### src/rtl/alu_exec_sequencer.sv
// alu_exec_sequencer: five-cycle execute sequencer (IDLE/RD_A/RD_B/EXEC/WB) feeding a combinational ALU.
// Optional immediate operand B is compiled in when ALU_SEQ_IMM_EN is defined.
module alu_exec_sequencer #(
  parameter int unsigned           DATA_WIDTH  = 16,
  parameter int unsigned           ADDR_WIDTH  = 4,
  parameter int unsigned           OPER_WIDTH  = 4,
  parameter int unsigned           FLAGS_WIDTH = 2,
  parameter int unsigned           FLAG_C_POS  = 0,
  parameter int unsigned           FLAG_Z_POS  = 1,
  parameter logic [OPER_WIDTH-1:0] CMP_OPER    = OPER_WIDTH'(4'h4)
) (
  input  logic                   clk,
  input  logic                   reset_n,
  input  logic                   instr_valid,
  output logic                   instr_ready,
  input  logic [OPER_WIDTH-1:0]  instr_oper,
  input  logic [ADDR_WIDTH-1:0]  instr_ra,
  input  logic [ADDR_WIDTH-1:0]  instr_rb,
  input  logic [ADDR_WIDTH-1:0]  instr_rd,
`ifdef ALU_SEQ_IMM_EN
  input  logic                   instr_use_imm,
  input  logic [DATA_WIDTH-1:0]  instr_imm,
`endif
  input  logic                   flags_load_en,
  input  logic [FLAGS_WIDTH-1:0] flags_load_data,
  output logic [ADDR_WIDTH-1:0]  rf_rd_addr,
  input  logic [DATA_WIDTH-1:0]  rf_rd_data,
  output logic                   rf_wr_en,
  output logic [ADDR_WIDTH-1:0]  rf_wr_addr,
  output logic [DATA_WIDTH-1:0]  rf_wr_data,
  output logic [OPER_WIDTH-1:0]  alu_oper,
  output logic [DATA_WIDTH-1:0]  alu_a,
  output logic [DATA_WIDTH-1:0]  alu_b,
  output logic [FLAGS_WIDTH-1:0] alu_flags_in,
  input  logic [DATA_WIDTH-1:0]  alu_out,
  input  logic [FLAGS_WIDTH-1:0] alu_flags_out,
  output logic [FLAGS_WIDTH-1:0] proc_flags,
  output logic                   done
);

  // Only the architected carry and zero bits are held in the flags register.
  localparam logic [FLAGS_WIDTH-1:0] FLAG_MASK =
    FLAGS_WIDTH'((1 << FLAG_C_POS) | (1 << FLAG_Z_POS));

  typedef enum logic [2:0] {
    IDLE = 3'd0,
    RD_A = 3'd1,
    RD_B = 3'd2,
    EXEC = 3'd3,
    WB   = 3'd4
  } state_t;

  state_t                  state;
  logic [OPER_WIDTH-1:0]   oper_q;
  logic [ADDR_WIDTH-1:0]   rb_q;
  logic [ADDR_WIDTH-1:0]   rd_q;
  logic                    accept;
`ifdef ALU_SEQ_IMM_EN
  logic                    use_imm_q;
  logic [DATA_WIDTH-1:0]   imm_q;
`endif

  assign accept       = instr_valid && instr_ready;
  assign alu_flags_in = proc_flags;

  // Operand B arrives from the read port in the EXEC cycle itself, so it cannot be registered.
`ifdef ALU_SEQ_IMM_EN
  assign alu_b = (state == EXEC) ? (use_imm_q ? imm_q : rf_rd_data) : '0;
`else
  assign alu_b = (state == EXEC) ? rf_rd_data : '0;
`endif

  always_ff @(posedge clk or negedge reset_n) begin
    if (!reset_n) begin
      state       <= IDLE;
      oper_q      <= '0;
      rb_q        <= '0;
      rd_q        <= '0;
      instr_ready <= 1'b1;
      rf_rd_addr  <= '0;
      rf_wr_en    <= 1'b0;
      rf_wr_addr  <= '0;
      rf_wr_data  <= '0;
      alu_oper    <= '0;
      alu_a       <= '0;
      proc_flags  <= '0;
      done        <= 1'b0;
`ifdef ALU_SEQ_IMM_EN
      use_imm_q   <= 1'b0;
      imm_q       <= '0;
`endif
    end else begin
      case (state)
        IDLE: begin
          // An external load in the accept cycle lands before this instruction executes.
          if (flags_load_en) begin
            proc_flags <= flags_load_data & FLAG_MASK;
          end
          if (accept) begin
            state       <= RD_A;
            instr_ready <= 1'b0;
            oper_q      <= instr_oper;
            rb_q        <= instr_rb;
            rd_q        <= instr_rd;
            rf_rd_addr  <= instr_ra;
`ifdef ALU_SEQ_IMM_EN
            use_imm_q   <= instr_use_imm;
            imm_q       <= instr_imm;
`endif
          end
        end
        RD_A: begin
          state      <= RD_B;
          rf_rd_addr <= rb_q;
        end
        RD_B: begin
          // R[ra] is on the read port now; alu_a doubles as the latched operand A.
          state      <= EXEC;
          rf_rd_addr <= '0;
          alu_a      <= rf_rd_data;
          alu_oper   <= oper_q;
        end
        EXEC: begin
          state      <= WB;
          alu_a      <= '0;
          alu_oper   <= '0;
          proc_flags <= alu_flags_out & FLAG_MASK;
          rf_wr_en   <= (alu_oper != CMP_OPER);
          rf_wr_addr <= rd_q;
          rf_wr_data <= alu_out;
          done       <= 1'b1;
        end
        WB: begin
          state       <= IDLE;
          instr_ready <= 1'b1;
          rf_wr_en    <= 1'b0;
          rf_wr_addr  <= '0;
          rf_wr_data  <= '0;
          done        <= 1'b0;
        end
        default: begin
          state       <= IDLE;
          instr_ready <= 1'b1;
          rf_rd_addr  <= '0;
          rf_wr_en    <= 1'b0;
          alu_a       <= '0;
          alu_oper    <= '0;
          done        <= 1'b0;
        end
      endcase
    end
  end

endmodule

### config.mk
export PLATFORM = sky130hd
export DESIGN_NAME = alu_exec_sequencer
export DESIGN_NICKNAME = d
export VERILOG_FILES = /design/src/rtl/alu_exec_sequencer.sv
export SDC_FILE = /design/constraint.sdc
export NUM_CORES = 1
export LEC_CHECK = 0
export ABC_AREA = 1
export BUFFER_PORTS_ARGS = -buffer_cell sky130_fd_sc_hd__buf_2
export CORE_MARGIN = 4
export CORE_UTILIZATION = 47
export CTS_BUF_LIST = sky130_fd_sc_hd__clkbuf_8 sky130_fd_sc_hd__clkbuf_16
export DETAILED_ROUTE_END_ITERATION = 8
export PLACE_DENSITY = 0.8
export SLEW_MARGIN = 30
export SYNTH_ARGS = -nofsm -noshare
export SYNTH_HDL_FRONTEND = slang
export SYNTH_SLANG_ARGS = --single-unit
### constraint.sdc
create_clock -name clk -period 1.5 [get_ports clk]
set_input_delay 0.075 -clock clk [delete_from_list [all_inputs] [get_ports clk]]
set_output_delay 0.075 -clock clk [all_outputs]
set_load 0.005 [all_outputs]
=== Word-level counts from Yosys, hierarchy flattened ===
Cells that the tools add are included.

* Equal/unequal tests: 7
* Mux-type cells: 15
* Reductions and logical operators: 12
* Bitwise gates (word level): 2

{| class="wikitable"
|+ Operators by type and width
! operator !! count
|-
| $pmux 16 s2 || 2
|-
| $mux 16 || 1
|-
| $pmux 4 s2 || 2
|-
| $pmux 3 s4 || 1
|-
| $pmux 4 s3 || 1
|-
| $reduce_or 3->1 || 3
|-
| $reduce_and 2->1 || 4
|-
| $eq 3x2->1 const B || 2
|-
| $pmux 1 s2 || 3
|-
| $mux 4 || 1
|-
| $ne 2x2->1 const B || 2
|-
| $ne 4x3->1 const B || 1
|-
| $pmux 2 s2 || 1
|-
| $reduce_bool 2->1 || 2
|-
| $eq 3x1->1 const B || 1
|-
| $eq 3x3->1 const B || 1
|-
| $logic_not 3->1 || 1
|-
| $mux 3 || 1
|-
| $mux 2 || 1
|-
| $not 1->1 || 2
|-
| $reduce_or 2->1 || 1
|-
| $logic_and 1x1->1 || 1
|-
| $mux 1 || 1
|}

* Output and inout bits: 67
* Bits of input ports: 56
* Logic and storage cells: 49
* Flip-flop bits (word level): 64

=== Longest topological paths before layout ===
Gate-level depths: netlist of the first run.

* Depth after elaboration: 4
* Depth in mapped cells: 8
* Gate-level depth less buffers: 7

=== Worst setup path after synthesis of the first run ===
OpenSTA, ideal clock, no wires.

* Path type: reg-to-reg
* Start point: register instr_ready
* End point: register oper_q[0]
* Arrival: 1.145 ns
* Buffers on the path: 1
* Stages on the path, launching flop included: 6
* Setup slack: 0.290 ns
* Clock period less this slack: 1.210 ns
* Path through: dfstp_2 -> nand2_1 -> inv_1 -> clkbuf_1 -> nand3_1 -> nand2_1

* Cells in the longest elaborated chain, start to end: 2

{| class="wikitable"
|+ RTL lines
! item !! RTL line !! text
|-
| start, declared || 15 || <nowiki>output logic instr_ready,</nowiki>
|-
| start signal, assigned || 79 || <nowiki>instr_ready <= 1'b1;</nowiki>
|-
| start signal, assigned || 101 || <nowiki>instr_ready <= 1'b0;</nowiki>
|-
| start signal, assigned || 135 || <nowiki>instr_ready <= 1'b1;</nowiki>
|-
| $logic_and 1x1->1 || 63 || <nowiki>assign accept = instr_valid && instr_ready;</nowiki>
|-
| $reduce_and 2->1 (no source line) || n/a ||
|-
| end signal, assigned || 102 || <nowiki>oper_q <= instr_oper;</nowiki>
|-
| end, declared || 54 || <nowiki>logic [OPER_WIDTH-1:0] oper_q;</nowiki>
|}

Every way passes these cells.
A chain may end at the register's enable or synchronous reset.

=== Final worst setup path of the first run ===
* Start point: register state[2]
* End point: output alu_b[11]

* Cells in the longest elaborated chain, start to end: 2

{| class="wikitable"
|+ RTL lines
! item !! RTL line !! text
|-
| start, declared || 53 || <nowiki>state_t state;</nowiki>
|-
| start signal, assigned || 75 || <nowiki>state <= IDLE;</nowiki>
|-
| start signal, assigned || 100 || <nowiki>state <= RD_A;</nowiki>
|-
| start signal, assigned || 113 || <nowiki>state <= RD_B;</nowiki>
|-
| $eq 3x2->1 || 70 || <nowiki>assign alu_b = (state == EXEC) ? rf_rd_data : '0;</nowiki>
|-
| $mux 16 || 70 ||
|-
| end, declared || 33 || <nowiki>output logic [DATA_WIDTH-1:0] alu_b,</nowiki>
|}

Every way passes these cells.

==> results.tsv, run 1 <==
metric	value	unit
final_common_cell	buf_2	
grtUsageTotal	0.219	
worstSetupEndpointType	output pin	
synth_nets	380	
final_net_count	538	
drt_first_iter_violations	185	
synth_cell_type_count	20	
wirelength_routed	7.69	mm
die_width	84.7	um
max_freq	715	MHz
grt_max_degree	65	
boundaryPins	123	
routedWlPerCell	13.7	um
setup_viol	0	
via_count	2744	
crit_cells	5	
fin_crit_sh	0.932	
mappedNetlistArea	0.00277	mm^2
path_cells	inv_2 -> nand3_4 -> buf_12 -> nor2_1 -> buf_2	
cell_type_contributing_the_most_total_cell_area_after_synthesis	dfrtp_1	
grt_antenna_before_repair	1	
last_weighted_congestion_value_of_the_routability_driven_placer	0.753	
finClkSkew	5.41	ps
cts-htree-levels	3	
finalCriticalPeriod	1400	ps
grt_overflow	0	
power_density	1850	mW/mm^2
io_buffer_count	122	
worst_skew_pair.late_latency	330	ps
worstReg2RegEnd	alu_flags_in[1]	
clock-sinks	64	
first_global_vias	2683	
starting_density	0.494	
yosysWarnings	0	
seq_area_frac_synth	0.579	
tritoncts.num_buffers	9	
launching_instance_or_port_of_the_critical_path	state[2]	
finalPower	0.00735	W
finalSetupTns	0	ps
max_stage_delay	410	ps
core_region_area	0.00561	mm^2
timing.max_cap.violations	0	
mostFrequentLayoutCells	buf_2 (122), nand2_1 (98), dfrtp_1 (62), inv_1 (47), nand3_1 (43)	
place_hpwl	5.01	mm
grt_setup_unrepaired	no	
dieHeight	84.7	um
r2r-start	state[2]	
critical_path.slowest_cell	dfrtp_1	
path_max_fanout	18	
drc_violations	0	
yosys_register_bits	64	
fp.dieArea	0.00718	mm^2
timing_worst_slew_pin_value	336	ps
average_instance_area_after_synthesis	8.54	um^2
layout.filler_cells	448	
max-vdd-ir-drop	0.000824	V
reg2reg_slack	200	ps
core.rowCount	27	
stdcell_count	560	
reg2regPathDepth	8	
total_leakage_power	2.36	nW
tritoncts	done	
critPathKind	register to output pin	
hold_violations	0	
synthTopCellsByArea	dfrtp_1 (57%), nand2_1 (13%), nand3_1 (7.8%)	
dp_cells	511	
worst_ep_arrival_time	1320	ps
yosys.area.top_type_share	0.570	
worst-endpoint-required	1420	ps
setup.worst_path.start_class	register	
cp_top_family	flip-flops	
outcome	complete, no violations	
syn_inst	324	
syn2layout_area_growth	43.9	%
drive_above_1_share	0.326	
cts.reportedPaths.clkPinSlew	60	ps
worst_hold_path_type	input port to register	
slew_margin_rel	0.776	
critPathBufInv	3	
detailed_routing_iterations_pass_1	4	
grt_first_pass_wirelength	12.6	mm
drv_slew	0	
detail_route.vias_per_cell	4.90	
ctsRootBufferMaster	clkbuf_8	
crit_path_end	alu_b[11]	
clock_path_buffers	2	
antenna_left	0	
==> logic make-up after synthesis <==
family                 Yosys count  share of synthesized area
AOI/OAI and AO/OA               25                     0.0556
and+or+nand+nor                169                      0.259
DFF                             64                      0.579
buffers and inverters           66                      0.106
==> sequential cells by signal, summed over array words and instances, names as in the netlist, 2 cells and up <==
register and cells:
rf_rd_addr 4, rf_wr_addr 4, rb_q 4, state 3, rd_q 4, alu_a 16
oper_q 4, rf_wr_data 16, alu_flags_in 2, alu_oper 4
==> cells in the mapped netlist, drive strengths merged <==
cell and number:
o22ai 20, nand2 100, dfstp 1, a21oi 2, clkbuf 2, nor2 21, nand3 44, nand4 4
o2bb2ai 1, dfrtp 63, o21ai 2, inv 47, buf 17
==> how the worst min path moves through the flow <==
stage	from	endpoint	cells past startpoint
3_3_place_gp	reset_n	alu_a[10]	2
2_1_floorplan	reset_n	alu_a[0]	0
5_1_grt	instr_rb[0]	rb_q[0]	3
3_5_place_dp	reset_n	alu_a[10]	2
4_1_cts	instr_rb[0]	rb_q[0]	3
6_report	instr_rb[0]	rb_q[0]	3
==> worst min-delay path, cell delays in order <==
cell,delay [ps]
buf_2,80
nand3_1,70
nand2_1,70
==> through the flow <==
stage / hold WS [ps] / area [um^2] / setup WS (ps) / util
2_1_floorplan: -221 / 2770 / 290 / -
4_1_cts: 2.03 / 3950 / 4.65 / 0.704
6_report: 8.60 / 3980 / 102 / 0.710
3_5_place_dp: 113 / 3470 / 219 / 0.618
3_3_place_gp: 107 / 3470 / 266 / 0.618
5_1_grt: 16.6 / 3980 / 13.9 / 0.710
==> final cells by class <==
type / instances / area (um^2) / share of cell area
diodes: 1 / 2.50 / 0.000628
clock buffers: 9 / 124 / 0.0311
clock inverters: 7 / 56.3 / 0.0141
inverters: 47 / 176 / 0.0443
multi-input cells: 194 / 878 / 0.221
flip-flops and latches: 64 / 1600 / 0.403
well taps: 72 / 90.1 / 0.0226
repair buffers: 166 / 1050 / 0.264
==> routing by layer <==
metal	vias to the layer above	part of all wire	wire length [um]	track usage
met1	1291	0.40	3100	0.272
met3	23	0.049	379	0.0373
met5	-	0	0	0
met4	0	0.039	299	0.115
li1	1333	-	-	-
met2	97	0.51	3910	0.364
==> power breakdown <==
| part | internal [W] | switching (W) | leakage (nW) |
|---|---|---|---|
| combinational | 0.00134 | 0.00171 | 1.43 |
| sequential | 0.00248 | 0.000454 | 0.817 |
| clock | 0.000741 | 0.000634 | 0.107 |
| total | 0.00456 | 0.00279 | 2.36 |
==> what timing repair did <==
item                                    in CTS  in global routing
cloned                                       0                  0
hold endpoints to repair                    91                  0
pin swaps                                    0                  0
endpoints found under the setup margin      16                 16
hold buffers                                29                  0
setup buffers                                0                  3
resized for setup                            3                  2
(Power assumes the default switching activity.)
==> run 2, diff against run 1 <==
PLACE_DENSITY = 0.79   (was 0.8)
==> run 2 against run 1 <==
- sequential share of layout area down 0.057 points
- cell count down 0.36%
- via count down 3.2%
- design area up 0.22%
- clock skew about the same
- utilization up 0.16 points
- worst hold slack better by 8.1 ps
- clock power up 15%
- first-iteration DRC count down 23%
- flip-flop and latch count unchanged
- critical path type unchanged
- largest cell class unchanged
==> results.tsv, run 2 (same netlist as run 1, synthesis figures left out) <==
metric	value	unit	change
stdcell_area	0.00399	mm^2	+0.22%
syn2layout_area_growth	44.2	%	
internal_cell_power	0.00471	W	+3.2%
critPathKind	register to output pin		
cts.reportedPaths.clkPinSlew	70	ps	about the same
core.rowCount	27		unchanged
clock-sinks	64		unchanged
ctsRootBufferMaster	clkbuf_8		
timing_worst_slew_pin_value	445	ps	+109 ps
setup_viol	0		unchanged
switching_share	0.370		-0.0103
dieHeight	84.7	um	unchanged
finClkSkew	5.44	ps	+0.0304 ps
drive_above_1_share	0.331		+0.00479
mostFrequentLayoutCells	buf_2 (122), nand2_1 (98), dfrtp_1 (61), inv_1 (45), nand3_1 (43)		
path_max_fanout	18		unchanged
postPlaceCellArea	0.00343	mm^2	-0.94%
critical_path.slowest_cell	dfrtp_1		
r2r-start	state[0]		
worst_skew_pair.late_latency	330	ps	about the same
hold_violations	0		unchanged
drv_slew	0		unchanged
detailed_routing_iterations_pass_1	4		unchanged
layout.filler_cells	398		-11%
timing.hold.worst.start	rf_rd_data[1]		
place_hpwl	4.93	mm	-1.6%
io_buffer_count	122		unchanged
die_width	84.7	um	unchanged
first_global_vias	2579		-3.9%
starting_density	0.494		unchanged
tritoncts	done		
core_region_area	0.00561	mm^2	unchanged
outcome	complete, no violations		
combinationalPowerShare	0.402		-0.012
max-vdd-ir-drop	0.000817	V	-0.84%
drc_violations	0		unchanged
grt_antenna_before_repair	0		-1
grt_use_met3	0.0471		+0.00981
net-switching-power	0.00276	W	-1.2%
grt_max_degree	25		-62%
max_freq	703	MHz	-1.7%
sequentialPowerShare	0.388		-0.011
globalRoute.busiestLayer	met2		
launching_instance_or_port_of_the_critical_path	state[2]		
clock_path_buffers	2		unchanged
path_cells	inv_2 -> nand3_4 -> buf_12 -> nor2_1 -> buf_2		
last_weighted_congestion_value_of_the_routability_driven_placer	0.775		+2.9%
final_net_count	537		-0.19%
power_density	1870	mW/mm^2	+1.3%
grt_overflow	0		unchanged
dp_cells	510		-0.20%
final_common_cell	buf_2		
tritoncts.num_buffers	9		unchanged
boundaryPins	123		unchanged
routedWlPerCell	13.2	um	-3.5%
use_met2	0.322		-0.0420
max_stage_delay	420	ps	about the same
fin_crit_sh	0.948		+0.0157
grt_first_pass_wirelength	11.8	mm	-6.1%
worstSetupEndpointType	output pin		
worst-endpoint-required	1420	ps	about the same
grtUsageTotal	0.205		-0.0136
total_leakage_power	2.36	nW	about the same
drt_first_iter_violations	142		-23%
antenna-diode-count	0		-1
groute.layer.met1.usage	0.260		-0.0114
fp.dieArea	0.00718	mm^2	unchanged
top_regs	alu_a: 16 flops, rf_wr_data: 16 flops		
cts-htree-levels	3		unchanged
antenna_left	0		unchanged
finalSetupTns	0	ps	unchanged
slew_margin_rel	0.703		-0.0726
timing.max_cap.violations	0		unchanged
setup.worst_path.start_class	register		
wirelength_routed	7.39	mm	-3.9%
finalCriticalPeriod	1420	ps	+23.5 ps
clock_power_share	0.210		+0.023
detail_route.vias_per_cell	4.76		-2.9%
via_count	2656		-3.2%
stdcell_count	558		-0.36%
worst_hold_path_type	input port to register		
finalPower	0.00747	W	+1.5%
worst_ep_arrival_time	1350	ps	+30 ps
run 2: critical path, delay by kind of cell, from the launching register on:
family	cells	cell delay (ps)
and+or+nand+nor	2	190
DFF	1	420
buffers and inverters	3	390
run 2: area by class of cell:
| class | count | area [um^2] | share of cell area |
|---|---|---|---|
| sequential | 64 | 1610 | 0.402 |
| multi-input combinational | 194 | 881 | 0.221 |
| timing repair buffer | 165 | 1020 | 0.256 |
| inverter | 47 | 176 | 0.0442 |
| tap | 72 | 90.1 | 0.0226 |
| clock buffer | 13 | 179 | 0.0448 |
| clock inverter | 3 | 38.8 | 0.00972 |
run 2: final timing paths:
kind	to	slack, ps	depth (start not counted)
worst max register to register	rf_wr_data[6]	110	6
max in group asynchronous	rf_wr_data[2]	680	3
min in group asynchronous	alu_oper[0]	230	2
worst max-delay path	alu_b[0]	80	5
worst min register to register	rd_q[0]	480	2
worst min-delay path	alu_a[1]	20	3
run 2: per-stage QoR:
stage,hold WS (ps),utilization,worst slack (ps)
after floorplan,-221,-,290
after global placement,47.7,0.612,194
after detailed placement,46.7,0.612,146
after CTS,4.88,0.706,12.3
after global routing,17.5,0.712,-25.4
final,16.7,0.712,78.4
run 2: power groups by stage:
| stage | Clock [W] | Combinational [W] | Sequential [W] |
|---|---|---|---|
| 2_1_floorplan | 0 | 0.00172 | 0.00293 |
| 3_3_place_gp | 0 | 0.00274 | 0.00290 |
| 3_5_place_dp | 0 | 0.00283 | 0.00293 |
| 4_1_cts | 0.00160 | 0.00295 | 0.00288 |
| 5_1_grt | 0.00169 | 0.00337 | 0.00299 |
| 6_report | 0.00157 | 0.00300 | 0.00290 |
run 2: per-layer routing:
metal	vias up	part of all wire
met4	0	0.043
met3	26	0.052
li1	1333	-
met2	84	0.50
met1	1213	0.41
met5	-	0
run 2: what timing repair did:
| item | in CTS | in global routing |
|---|---|---|
| endpoints found under the setup margin | 16 | 16 |
| hold buffers | 30 | 0 |
| endpoints found under the hold margin | 46 | 0 |
| resized for setup | 2 | 5 |
| cloned | 0 | 0 |
| buffers inserted | 1 | 1 |
